### src/rtl/hamming_uart_pkg.sv
// Shared types and helpers for the Hamming-protected UART transmitter.
package hamming_uart_pkg;

  localparam int unsigned PAR_NONE = 0;
  localparam int unsigned PAR_EVEN = 1;
  localparam int unsigned PAR_ODD  = 2;

  typedef enum logic [2:0] {U_IDLE, U_START, U_DATA, U_PAR, U_STOP} uart_state_e;
  typedef enum logic {S_IDLE, S_SPLIT} seq_state_e;

  // Hamming(7,4) code word; bit7 optionally carries overall parity for SECDED.
  function automatic logic [7:0] ham74_enc(input logic [3:0] d, input logic secded);
    logic       p1, p2, p3;
    logic [6:0] code;
    p1   = d[0] ^ d[1] ^ d[3];
    p2   = d[0] ^ d[2] ^ d[3];
    p3   = d[1] ^ d[2] ^ d[3];
    code = {d[3], d[2], d[1], p3, d[0], p2, p1};
    return {secded & (^code), code};
  endfunction

endpackage

### src/rtl/hamming_uart_tx_sync_fifo.sv
// Synchronous FIFO with registered occupancy count and synchronous flush.
module sync_fifo #(
  parameter int unsigned WIDTH = 8,
  parameter int unsigned DEPTH = 4
) (
  input  logic                       clk,
  input  logic                       rst_n,
  input  logic                       flush,
  input  logic                       push,
  input  logic                       pop,
  input  logic [WIDTH-1:0]           wdata,
  output logic [WIDTH-1:0]           rdata_c,
  output logic                       full_c,
  output logic                       empty_c,
  output logic [$clog2(DEPTH):0]     level
);

  localparam int unsigned AW = $clog2(DEPTH);
  localparam int unsigned LW = AW + 1;

  logic [WIDTH-1:0] mem [DEPTH];
  logic [AW-1:0]    wr_ptr;
  logic [AW-1:0]    rd_ptr;
  logic             do_push;
  logic             do_pop;

  assign full_c  = (level == LW'(DEPTH));
  assign empty_c = (level == '0);
  assign rdata_c = mem[rd_ptr];
  assign do_push = push & ~full_c;
  assign do_pop  = pop & ~empty_c;

  always_ff @(posedge clk or negedge rst_n) begin
    if (!rst_n) begin
      wr_ptr <= '0;
      rd_ptr <= '0;
      level  <= '0;
    end else if (flush) begin
      wr_ptr <= '0;
      rd_ptr <= '0;
      level  <= '0;
    end else begin
      if (do_push) wr_ptr <= wr_ptr + 1'b1;
      if (do_pop)  rd_ptr <= rd_ptr + 1'b1;
      case ({do_push, do_pop})
        2'b10:   level <= level + 1'b1;
        2'b01:   level <= level - 1'b1;
        default: level <= level;
      endcase
    end
  end

  // Storage needs no reset; occupancy alone defines validity.
  always_ff @(posedge clk) begin
    if (do_push && !flush) mem[wr_ptr] <= wdata;
  end

endmodule

### src/rtl/hamming_uart_tx.sv
// Splits words into nibbles, Hamming-encodes them, buffers the bytes and sends UART frames.
module hamming_uart_tx
  import hamming_uart_pkg::*;
#(
  parameter int unsigned DATA_W       = 8,
  parameter int unsigned FIFO_DEPTH   = 4,
  parameter int unsigned CLKS_PER_BIT = 16,
  parameter int unsigned PARITY       = 0,
  parameter int unsigned STOP_BITS    = 1,
  parameter int unsigned SECDED       = 1
) (
  input  logic                          clk,
  input  logic                          rst_n,
  input  logic                          clr,
  input  logic                          in_valid,
  output logic                          in_ready,
  input  logic [DATA_W-1:0]             in_data,
  output logic                          tx,
  output logic                          tx_busy,
  output logic [$clog2(FIFO_DEPTH):0]   fifo_level
);

  localparam int unsigned NIBS  = DATA_W / 4;
  localparam int unsigned NIB_W = (NIBS > 1) ? $clog2(NIBS) : 1;
  localparam int unsigned CNT_W = $clog2(CLKS_PER_BIT);

  seq_state_e        seq_q, seq_d;
  logic [DATA_W-1:0] word_q, word_d;
  logic [NIB_W-1:0]  nib_q, nib_d;
  logic              in_ready_d;
  logic              push;
  logic [3:0]        nib_data;
  logic [7:0]        push_byte;

  uart_state_e       u_q, u_d;
  logic [CNT_W-1:0]  cnt_q, cnt_d;
  logic [2:0]        bit_q, bit_d;
  logic              stop_q, stop_d;
  logic [7:0]        data_q, data_d;
  logic              pop;
  logic              bit_end;
  logic              par_bit;
  logic              tx_d, busy_d;

  logic [7:0]        fifo_rdata_c;
  logic              fifo_full_c, fifo_empty_c;

  sync_fifo #(.WIDTH(8), .DEPTH(FIFO_DEPTH)) u_fifo (
    .clk     (clk),
    .rst_n   (rst_n),
    .flush   (clr),
    .push    (push),
    .pop     (pop),
    .wdata   (push_byte),
    .rdata_c (fifo_rdata_c),
    .full_c  (fifo_full_c),
    .empty_c (fifo_empty_c),
    .level   (fifo_level)
  );

  assign nib_data  = 4'(word_q >> {nib_q, 2'b00});
  assign push_byte = ham74_enc(nib_data, SECDED != 0);
  assign bit_end   = (cnt_q == CNT_W'(CLKS_PER_BIT - 1));
  assign par_bit   = (^data_q) ^ (PARITY == PAR_ODD);

  // State and registered-output register.
  always_ff @(posedge clk or negedge rst_n) begin
    if (!rst_n) begin
      seq_q    <= S_IDLE;
      word_q   <= '0;
      nib_q    <= '0;
      in_ready <= 1'b1;
      u_q      <= U_IDLE;
      cnt_q    <= '0;
      bit_q    <= '0;
      stop_q   <= 1'b0;
      data_q   <= '0;
      tx       <= 1'b1;
      tx_busy  <= 1'b0;
    end else begin
      seq_q    <= seq_d;
      word_q   <= word_d;
      nib_q    <= nib_d;
      in_ready <= in_ready_d;
      u_q      <= u_d;
      cnt_q    <= cnt_d;
      bit_q    <= bit_d;
      stop_q   <= stop_d;
      data_q   <= data_d;
      tx       <= tx_d;
      tx_busy  <= busy_d;
    end
  end

  // Sequencer next state: a push into a full FIFO waits regardless of a same-cycle pop.
  always_comb begin
    seq_d  = seq_q;
    word_d = word_q;
    nib_d  = nib_q;
    if (clr) begin
      seq_d = S_IDLE;
    end else begin
      case (seq_q)
        S_IDLE: if (in_valid && in_ready) begin
          word_d = in_data;
          nib_d  = '0;
          seq_d  = S_SPLIT;
        end
        S_SPLIT: if (!fifo_full_c) begin
          if (nib_q == NIB_W'(NIBS - 1)) seq_d = S_IDLE;
          else                           nib_d = nib_q + 1'b1;
        end
        default: seq_d = S_IDLE;
      endcase
    end
  end

  // UART next state, baud timing and FIFO pop.
  always_comb begin
    u_d    = u_q;
    cnt_d  = cnt_q;
    bit_d  = bit_q;
    stop_d = stop_q;
    data_d = data_q;
    pop    = 1'b0;
    if (clr) begin
      u_d   = U_IDLE;
      cnt_d = '0;
    end else if (u_q == U_IDLE) begin
      if (!fifo_empty_c) begin
        pop    = 1'b1;
        data_d = fifo_rdata_c;
        cnt_d  = '0;
        u_d    = U_START;
      end
    end else begin
      cnt_d = bit_end ? '0 : cnt_q + 1'b1;
      if (bit_end) begin
        case (u_q)
          U_START: begin
            u_d   = U_DATA;
            bit_d = '0;
          end
          U_DATA: begin
            if (bit_q == 3'd7) begin
              u_d    = (PARITY != PAR_NONE) ? U_PAR : U_STOP;
              stop_d = 1'b0;
            end else begin
              bit_d = bit_q + 3'd1;
            end
          end
          U_PAR: begin
            u_d    = U_STOP;
            stop_d = 1'b0;
          end
          U_STOP: begin
            if (stop_q == 1'(STOP_BITS - 1)) begin
              if (!fifo_empty_c) begin
                pop    = 1'b1;
                data_d = fifo_rdata_c;
                u_d    = U_START;
              end else begin
                u_d = U_IDLE;
              end
            end else begin
              stop_d = 1'b1;
            end
          end
          default: u_d = U_IDLE;
        endcase
      end
    end
  end

  // Outputs for the next cycle, decoded from next state.
  always_comb begin
    in_ready_d = (seq_d == S_IDLE);
    push       = !clr && (seq_q == S_SPLIT) && !fifo_full_c;
    tx_d       = 1'b1;
    busy_d     = 1'b0;
    case (u_d)
      U_START: begin tx_d = 1'b0;          busy_d = 1'b1; end
      U_DATA:  begin tx_d = data_d[bit_d]; busy_d = 1'b1; end
      U_PAR:   begin tx_d = par_bit;       busy_d = 1'b1; end
      U_STOP:  begin tx_d = 1'b1;          busy_d = 1'b1; end
      default: ;
    endcase
  end

endmodule

### config.mk
export PLATFORM = sky130hd
export DESIGN_NAME = hamming_uart_tx
export DESIGN_NICKNAME = d
export VERILOG_FILES = /design/src/rtl/hamming_uart_pkg.sv /design/src/rtl/hamming_uart_tx_sync_fifo.sv /design/src/rtl/hamming_uart_tx.sv
export SDC_FILE = /design/constraint.sdc
export NUM_CORES = 1
export LEC_CHECK = 0
export CORE_UTILIZATION = 64
export CTS_CLUSTER_SIZE = 25
export DETAILED_ROUTE_END_ITERATION = 16
export GPL_TIMING_DRIVEN = 0
export MAX_ROUTING_LAYER = met4
export PLACE_DENSITY_LB_ADDON = 0.15
export RECOVER_POWER = 100
export SLEW_MARGIN = 40
export SYNTH_ARGS = -nofsm -noshare
export SYNTH_HDL_FRONTEND = slang
export SYNTH_HIERARCHICAL = 1
export SYNTH_SLANG_ARGS = --single-unit
export TNS_END_PERCENT = 1
### constraint.sdc
create_clock -name clk -period 7.4 [get_ports clk]
set_input_delay 1.48 -clock clk [delete_from_list [all_inputs] [get_ports clk]]
set_output_delay 1.48 -clock clk [all_outputs]
set_load 0.01 [all_outputs]
## Word-level counts from Yosys, hierarchy flattened

Memories as Yosys holds them, arrays and structs flattened.
Cells that the tools add are included.

| storage, ports and cells | value |
|---|---|
| bits in writable memories | 32 |
| register bits | 39 |
| word-level logic and storage cells | 126 |
| memories kept | 1 |
| input port bits | 12 |

| operators by class | value |
|---|---|
| $add $sub $neg | 7 |
| reductions and logical operators | 18 |
| muxes and demuxes | 53 |
| $lt $le $gt $ge | 1 |
| bitwise gates (word level) | 14 |
| shift-type cells | 1 |
| eq/ne operators | 17 |

Memory list:

| name | depth | width | rd ports | clocked after memory_dff | write ports | RTL line | source |
|---|---|---|---|---|---|---|---|
| u_fifo.mem | 4 | 8 | 1 | 0 | 1 | hamming_uart_tx_sync_fifo.sv:21 | `logic [WIDTH-1:0] mem [DEPTH];` |

Operator list:

| kind | count |
|---|---|
| two-way mux 8 bit | 6 |
| two-way mux 3 bit | 11 |
| two-way mux 1 bit | 20 |
| two-way mux 4 bit | 4 |
| == test 3 x 2 -> 1 bit (second input constant) | 4 |
| == test 3 bit (second input constant) | 4 |
| one-hot mux 3 bit (2 select lines) | 2 |
| one-hot mux 3 bit (4 select lines) | 1 |
| two-way mux 2 bit | 4 |
| parity 8 bit | 1 |
| >> shifter 8 x 3 -> 4 bit | 1 |
| parity 7 bit | 1 |
| adder 3 x 1 -> 3 bit (second input constant) | 2 |
| == test 3 x 1 -> 1 bit (second input constant) | 2 |
| zero test 3 bit | 2 |
| != test 2 bit (second input constant) | 3 |
| NOT 1 bit | 6 |
| one-hot mux 1 bit (3 select lines) | 2 |
| AND reduction 3 bit | 2 |
| nonzero test 3 bit | 2 |
| bitwise XOR 1 bit | 6 |
| AND reduction 5 bit | 1 |
| adder 2 x 1 -> 2 bit (second input constant) | 2 |
| adder 4 x 1 -> 4 bit (second input constant) | 1 |
| other kinds (14) | 21 |

## Logic depth before layout (Yosys ltp)

Gate-level depths: netlist of the first run.

| logic depth | value |
|---|---|
| word-level depth | 11 |
| gate-level depth with buffers | 11 |
| gate-level depth less buffers | 9 |

## Cells and area by module

Netlist of the first run, hierarchy kept.

Modules (own cells, without submodules):

| module | cells each | area an instance (µm²) | seq. area each (µm²) | times used |
|---|---|---|---|---|
| sync_fifo | 106 | 1730.4 | 1136.1 | 1 |
| hamming_uart_tx | 152 | 1659.1 | 778.2 | 1 |

## Least setup slack after synthesis of the first run

No wires, ideal clock.

| timing | value |
|---|---|
| path type | input to register |
| start point | input port clr |
| end point | register u_fifo.level[1] |
| buffers on the path | 1 |
| stages on the path | 8 |
| arrival time | 3.271 ns |
| required time | 7.265 ns |
| path slack | 3.994 ns |
| cell sequence | or4_4 > a21oi_4 > buf_4 > o31ai_1 > a21oi_1 > fa_1 > a31oi_1 > a2111oi_0 |

| between the ends | value |
|---|---|
| elaborated cells on any way between the ends | 11 |
| those cells by class | eq/ne: 2; mux: 3; bitwise: 2; reduce/logical: 4 |

RTL lines:

| what | RTL line | source |
|---|---|---|
| from (decl) | hamming_uart_tx.sv:14 | `input logic clr,` |
| two-way mux 1 bit * | hamming_uart_tx.sv:126 | `if (clr) begin` |
| named net pop | hamming_uart_tx.sv:40 | `logic pop;` |
| bitwise AND 1 bit * | hamming_uart_tx_sync_fifo.sv:31 | `assign do_pop = pop & ~empty_c;` |
| == test 2 x 1 -> 1 bit or == test 2 bit (tied branches) | hamming_uart_tx_sync_fifo.sv:45 | `case ({do_push, do_pop})` |
| one-hot mux 3 bit (2 select lines) | hamming_uart_tx_sync_fifo.sv:45 |  |
| two-way mux 3 bit | hamming_uart_tx_sync_fifo.sv:38 | `end else if (flush) begin` |
| to (signal assigned) | hamming_uart_tx_sync_fifo.sv:46 | `2'b10: level <= level + 1'b1;` |
| to (signal assigned) | hamming_uart_tx_sync_fifo.sv:47 | `2'b01: level <= level - 1'b1;` |
| to (signal assigned) | hamming_uart_tx_sync_fifo.sv:48 | `default: level <= level;` |
| to (decl) | hamming_uart_tx_sync_fifo.sv:15 | `output logic [$clog2(DEPTH):0] level` |

Mark *: on every way through the listed nets, which the timed path passes. The rest lies on a longest branch.
A chain may end at the register's enable or synchronous reset.

## Worst setup path in the final report of the first run

Same ends and word-level chain as after synthesis.

==> results_dict.tcl, run 1 <==
set metrics [dict create \
    run_status "finished with violations" \
    violations "capacitance limit, slew limit" \
    worst_pin_slew_ns 2.02 \
    worst_path_max_delay_cell "a21oi_1" \
    worst-path-max-fanout 11 \
    cts_setup_buffers 0 \
    layout_min_cycle_time_ns 4.79 \
    rsz0062_at_grt "no" \
    crit_path_frequent_cell "a21oi_1" \
    crit_family "compound AO/OA/AOI/OAI gates" \
    place_area_um2 3640 \
    grt_pass1_vias 1929 \
    hold_violations 0 \
    nNetsFinal 305 \
    drv_cap 1 \
    rows 26 \
    switching_share_pct 31.4 \
    cts_buffers 9 \
    clock.fmax_mhz 209 \
    crit_cells 9 \
    ys_seq_area_share_pct 56.5 \
    dp_hpwl_um 3850 \
    clk_pin_slew_ns 0.08 \
    async_flop_share_pct 54.3 \
    vias 2059 \
    p_switching_mw 0.372 \
    pwr-share-clk_pct 22.3 \
    final_cells 361 \
    cts-root-buf "clkbuf_8" \
    fin_skew_ns 0.00830 \
    gr-usage-met1_pct 28.8 \
    fin_area_um2 3780 \
    io_buffers 17 \
    intPower_mw 0.813 \
    multi_input_area_um2 1330 \
    grt_overflow 0 \
    seq_power_share_pct 47.2 \
    seqCellArea_um2 1910 \
    drc 0 \
    setup_viol 0 \
    cp.buffers_inverters 2 \
    criticalPathCategory "input pin to flip-flop" \
    min_path_type "flip-flop to flip-flop" \
    die_height_um 74.8 \
    fin_util_pct 74.0 \
    first_pass_iters 4 \
    chipWidth_um 74.8 \
    final_common_cell "dfrtp_1" \
    clockBufferDepth 2 \
    cp_cell_sequence "dlygate4sd3_1 -> or4_2 -> a21oi_1 -> clkbuf_1 -> o31ai_1 -> a21oi_1 -> fa_1 -> a31oi_1 -> a2111oi_0" \
    worst_setup_path_start_kind "input pin" \
    worstPathRequired_ns 7.61 \
    placed_cells 345 \
    finalSetupTns_ns 0 \
    pwr-share-comb_pct 30.6 \
    layout_common_cells "dfrtp_1 (36), edfxtp_1 (32), nor2_1 (15), inv_1 (15), xnor2_1 (15)" \
    cts_resized 0 \
    end_kind "flip-flop" \
    syn2layout_area_growth_pct 11.4 \
    via_per_inst 5.70 \
    synth_ff_type "dfrtp_1" \
    peakVddDrop_mv 0.228 \
    hold_depth 1 \
    wire_per_inst_um 15.1 \
    fill_cells 351 \
    ios 18 \
    ys_ff_latch 70 \
    max_stage_delay_ns 0.71 \
    timing.final.crit_share_pct 64.7 \
    syn_nets 277 \
    wirelength_um 5470 \
    synth_edf_count 32 \
    cp_data_arrival_time_ns 5.00 \
    grt_start_max_net_pins 39 \
    slew_headroom_pct -34.7 \
    power.density_nw_per_um2 314 \
    netlist_instances 258 \
    clk_latency_ns 0.35 \
    r2r_cells 11 \
    p_leak_nw 1.47 \
    track_usage_pct 23.2 \
    drive_above_1_share_pct 16.5 \
    yosys_warnings 6 \
    grt_pass1_wl_um 8810 \
    cts_hold_buf 0 \
    avgSynthCellArea_um2 13.1 \
    htreeDepth 3 \
    use_met2_pct 34.0 \
    ys_types 56 \
    grtUsageMet3_pct 6.96 \
    cts.sinks 70 \
    start_util_pct 66.4 \
    synth_area_um2 3390 \
    cts_tree "yes" \
    antenna_found_initial 0 \
    diodes 0 \
    power_mw 1.18 \
    final_antenna_net_count 0 \
    dr.first_iter.drc_count 116 \
    core_area_um2 5110 \
    gp_congestion 0.880 \
    die-area_um2 5590 \
    top_usage_layer "met2" \
    slew_violations 39 \
]
[layout make-up]
class / count / share of cell area (%)
multi-input cells: 162 / 35.1
clock buffers: 11 / 3.48
well taps: 70 / 2.32
flip-flops and latches: 70 / 50.7
inverters: 15 / 1.49
plain buffers: 11 / 1.66
repair buffers: 17 / 4.34
clock inverters: 5 / 0.927
[kinds of logic (layout without fill, tap and decap cells)]
group	after synthesis	after routing	share of synthesized area, %
AO/OA/AOI/OAI	46	46	9.75
XOR/XNOR	18	18	4.65
AND/OR/NAND/NOR	60	60	9.93
buffers and inverters	26	59	3.65
adder cells (fa/ha/maj)	7	7	2.81
multiplexers	31	31	12.7
flip-flops	70	70	56.5
[cell usage after synthesis (all sizes together), types with 3 or more instances]
| cell | count | area [um2] |
|---|---|---|
| xor2 | 3 | 26.3 |
| ha | 6 | 75.1 |
| nor4 | 3 | 18.8 |
| a22o | 3 | 27.5 |
| a22oi | 3 | 22.5 |
| and2 | 4 | 25.0 |
| nor2 | 15 | 56.3 |
| mux4 | 8 | 180 |
| mux2 | 17 | 191 |
| dfrtp | 36 | 901 |
| edfxtp | 32 | 961 |
| a21o | 3 | 22.5 |
| buf | 7 | 52.5 |
| or2 | 3 | 18.8 |
| clkbuf | 4 | 15.0 |
| xnor2 | 15 | 131 |
| nand3 | 4 | 25.0 |
| mux2i | 6 | 60.1 |
| nor3 | 4 | 25.0 |
| o21ai | 8 | 40.0 |
| a21oi | 10 | 61.3 |
| nand2b | 5 | 31.3 |
| nand2 | 10 | 37.5 |
| inv | 15 | 56.3 |
[final timing paths]
path	slack [ns]	startpoint	to
max in group asynchronous	4.54	rst_n	cnt_q[0]$_DFFE_PN0P_
setup / recovery	2.61	clr	u_fifo/level[1]$_DFFE_PN0P_
min in group asynchronous	1.70	rst_n	data_q[4]$_DFF_PN0_
setup reg to reg	3.56	u_fifo/level[1]$_DFFE_PN0P_	u_fifo/level[1]$_DFFE_PN0P_
hold reg to reg	0.51	word_q[7]$_DFFE_PN0P_	word_q[7]$_DFFE_PN0P_
hold / removal	0.51	word_q[7]$_DFFE_PN0P_	word_q[7]$_DFFE_PN0P_
[routing by layer]
metal  share of wire, %  wire (um)
met1                 45       2480
met2                 49       2680
met3                3.2        175
met4                2.3        123
met5                  0          0
[power groups by stage]
stage                     Combinational [mW]  Clock (mW)  Sequential [mW]
after floorplan                        0.282           0            0.564
after global placement                 0.363           0            0.567
after detailed placement               0.378           0            0.569
after CTS                              0.380       0.267            0.561
after global routing                   0.403       0.283            0.566
final                                  0.362       0.264            0.559
[worst reg2reg max path: cells and delay by family, from the launching register on]
kind,cells,cell delay [ns]
buf+inv,2,0.72
compound gates,5,1.34
fa+ha+maj,1,0.46
simple gates,3,0.81
flops,1,0.39
[metrics by stage]
stage               hold WS, ns  setup WS (ns)
global route              0.529           2.48
floorplan                 0.480           3.99
finish                    0.508           2.61
global placement          0.490           3.06
CTS                       0.512           3.28
detailed placement        0.496           2.97
[registers in the layout (all words and copies together) (netlist names)]
signal         flops
seq_q              1
u_fifo/wr_ptr      2
tx_busy            1
in_ready           1
u_q                3
data_q             8
u_fifo/mem        32
u_fifo/rd_ptr      2
word_q             8
tx                 1
nib_q              1
cnt_q              4
u_fifo/level       3
bit_q              3
(Power assumes the default switching activity.)
==> run 2, diff against run 1 <==
Settings changed: CORE_UTILIZATION 64 to 54.
Clock period 7.4 ns to 4.1 ns, I/O delays scaled along.
==> results_dict.tcl, run 2 (synthesized netlist as in run 1, its figures left out) <==
set metrics [dict create \
    run_status "finished with violations" \
    violations "capacitance limit, slew limit" \
    cts.sinks 70 \
    cp_cell_sequence "dlygate4sd3_1 -> clkbuf_1 -> nand2b_1 -> nor2_1 -> clkbuf_1 -> inv_1 -> nor3_1 -> and2_1" \
    wirelength_um 5770 \
    slew_headroom_pct -36.1 \
    layout_common_cells "dfrtp_1 (36), edfxtp_1 (32), nor2_1 (15), inv_1 (15), xnor2_1 (15)" \
    ios 18 \
    fill_cells 459 \
    r2r-end "u_fifo/level[1]$_DFFE_PN0P_" \
    regToRegSetupSlack_ns 1.00 \
    die-area_um2 6600 \
    crit_path_frequent_cell "clkbuf_1" \
    track_usage_pct 21.0 \
    first_pass_iters 4 \
    r2r_cells 11 \
    timing.final.crit_share_pct 89.2 \
    endpoint "u_fifo/mem[3][3]$_DFFE_PP_" \
    setup_viol 0 \
    worst_path_max_delay_cell "dlygate4sd3_1" \
    rsz0062_at_grt "no" \
    startpoint "clr" \
    criticalPathCategory "input pin to flip-flop" \
    grt_start_max_net_pins 39 \
    min_path_type "flip-flop to flip-flop" \
    rows 28 \
    clockBufferDepth 2 \
    largest_register "u_fifo/mem" \
    clock.fmax_mhz 274 \
    cts_tree "yes" \
    grt_pass1_wl_um 9790 \
    grt_overflow 0 \
    worst_pin_slew_ns 2.04 \
    pre_cts_ws_ns 0.352 \
    dr.first_iter.drc_count 88 \
    multi_input_area_um2 1340 \
    antenna_found_initial 0 \
    reg.largest.list "u_fifo/mem x32, data_q x8, word_q x8" \
    htreeDepth 3 \
    layout_setup_ws_ns 0.444 \
    wire_per_inst_um 15.8 \
    drive_above_1_share_pct 18.9 \
    layout_min_cycle_time_ns 3.66 \
    worstPathRequired_ns 4.09 \
    finalSetupTns_ns 0 \
    peakVddDrop_mv 0.384 \
    power.density_nw_per_um2 590 \
    worst_setup_path_start_kind "input pin" \
    nNetsFinal 305 \
    fin_skew_ns 0.00672 \
    chipWidth_um 81.2 \
    syn2layout_area_growth_pct 13.6 \
    hold_violations 0 \
    core_area_um2 5990 \
    clk_latency_ns 0.34 \
    gp_congestion 0.811 \
    cp.buffers_inverters 4 \
    vias 2064 \
    largest_register_ffs 32 \
    seqCellArea_um2 1910 \
    p_leak_nw 1.51 \
    cts_buffers 9 \
    worst-path-max-fanout 11 \
    via_per_inst 5.64 \
    start_util_pct 56.6 \
    crit_family "buffers and inverters" \
    drc 0 \
    r2r_start "u_fifo/level[1]$_DFFE_PN0P_" \
    final_common_cell "dfrtp_1" \
    cts_hold_buf 0 \
    cts_resized 0 \
    max_stage_delay_ns 0.71 \
    io_buffers 17 \
    slew_violations 39 \
    dp_hpwl_um 3960 \
    min_from "word_q[5]$_DFFE_PN0P_" \
    final_antenna_net_count 0 \
    end_kind "flip-flop" \
    diodes 0 \
    clk_pin_slew_ns 0.07 \
    cp_data_arrival_time_ns 3.65 \
    cts_setup_buffers 0 \
    drv_cap 1 \
    crit_cells 8 \
    die_height_um 81.2 \
    cts-root-buf "clkbuf_8" \
    grt_pass1_vias 2034 \
]
run 2: changes by cell type in the layout (fill, tap and decap cells not counted), sizes merged:
cell      before  now
clkinv         1    3
buf            5    6
clkinvlp       3    1
inv           16   15
clkbuf        18   16
bufinv         0    2
run 2: worst reg2reg max path: stages, from the launching register on:
cell and delay, ns:
dfrtp_1 0.39, clkbuf_1 0.34, or2_2 0.21, nor2_1 0.07, or4_1 0.45, a21oi_4 0.31
buf_4 0.23, o31ai_1 0.11, a21oi_1 0.18, fa_1 0.45, a31oi_1 0.14, a2111oi_0 0.08
run 2: worst min path at each step:
stage	slack [ns]	endpoint	depth (start not counted)
6_report	0.51	word_q[5]$_DFFE_PN0P_	1
3_3_place_gp	0.49	word_q[3]$_DFFE_PN0P_	1
5_1_grt	0.52	word_q[2]$_DFFE_PN0P_	1
4_1_cts	0.46	data_q[0]$_DFF_PN0_	1
3_5_place_dp	0.50	word_q[2]$_DFFE_PN0P_	1
2_1_floorplan	0.48	word_q[0]$_DFFE_PN0P_	1
run 2: layout make-up:
cell class | count | area share (%)
buffer | 11 | 1.72
clock buffer | 10 | 3.31
clock inverter | 6 | 2.24
inverter | 15 | 1.46
multi-input combinational | 162 | 34.9
sequential | 70 | 49.7
tap | 75 | 2.44
timing repair buffer | 17 | 4.26
run 2: metal layers:
layer / GRT usage (%) / wire [um] / vias up
li1: - / - / 1004
met1: 26.6 / 2640 / 1005
met2: 32.5 / 2850 / 42
met3: 3.71 / 148 / 13
met4: 10.4 / 132 / 0
met5: - / 0 / -
run 2: report_power, final:
part           switching, mW  total (mW)  internal (mW)
logic                  0.358       0.659          0.301
clock network          0.259       0.600          0.342
registers             0.0571        1.01          0.954
total                  0.674        2.27           1.60
run 2: stage by stage:
step	util, %	cell area (um2)	hold WS, ns	std cells	power, mW
5_1_grt	64.3	3850	0.524	366	2.39
2_1_floorplan	-	3390	0.480	258	1.53
3_5_place_dp	60.9	3650	0.496	350	1.70
3_3_place_gp	61.0	3650	0.490	350	1.68
6_report	64.3	3850	0.508	366	2.27
4_1_cts	64.5	3860	0.462	366	2.30
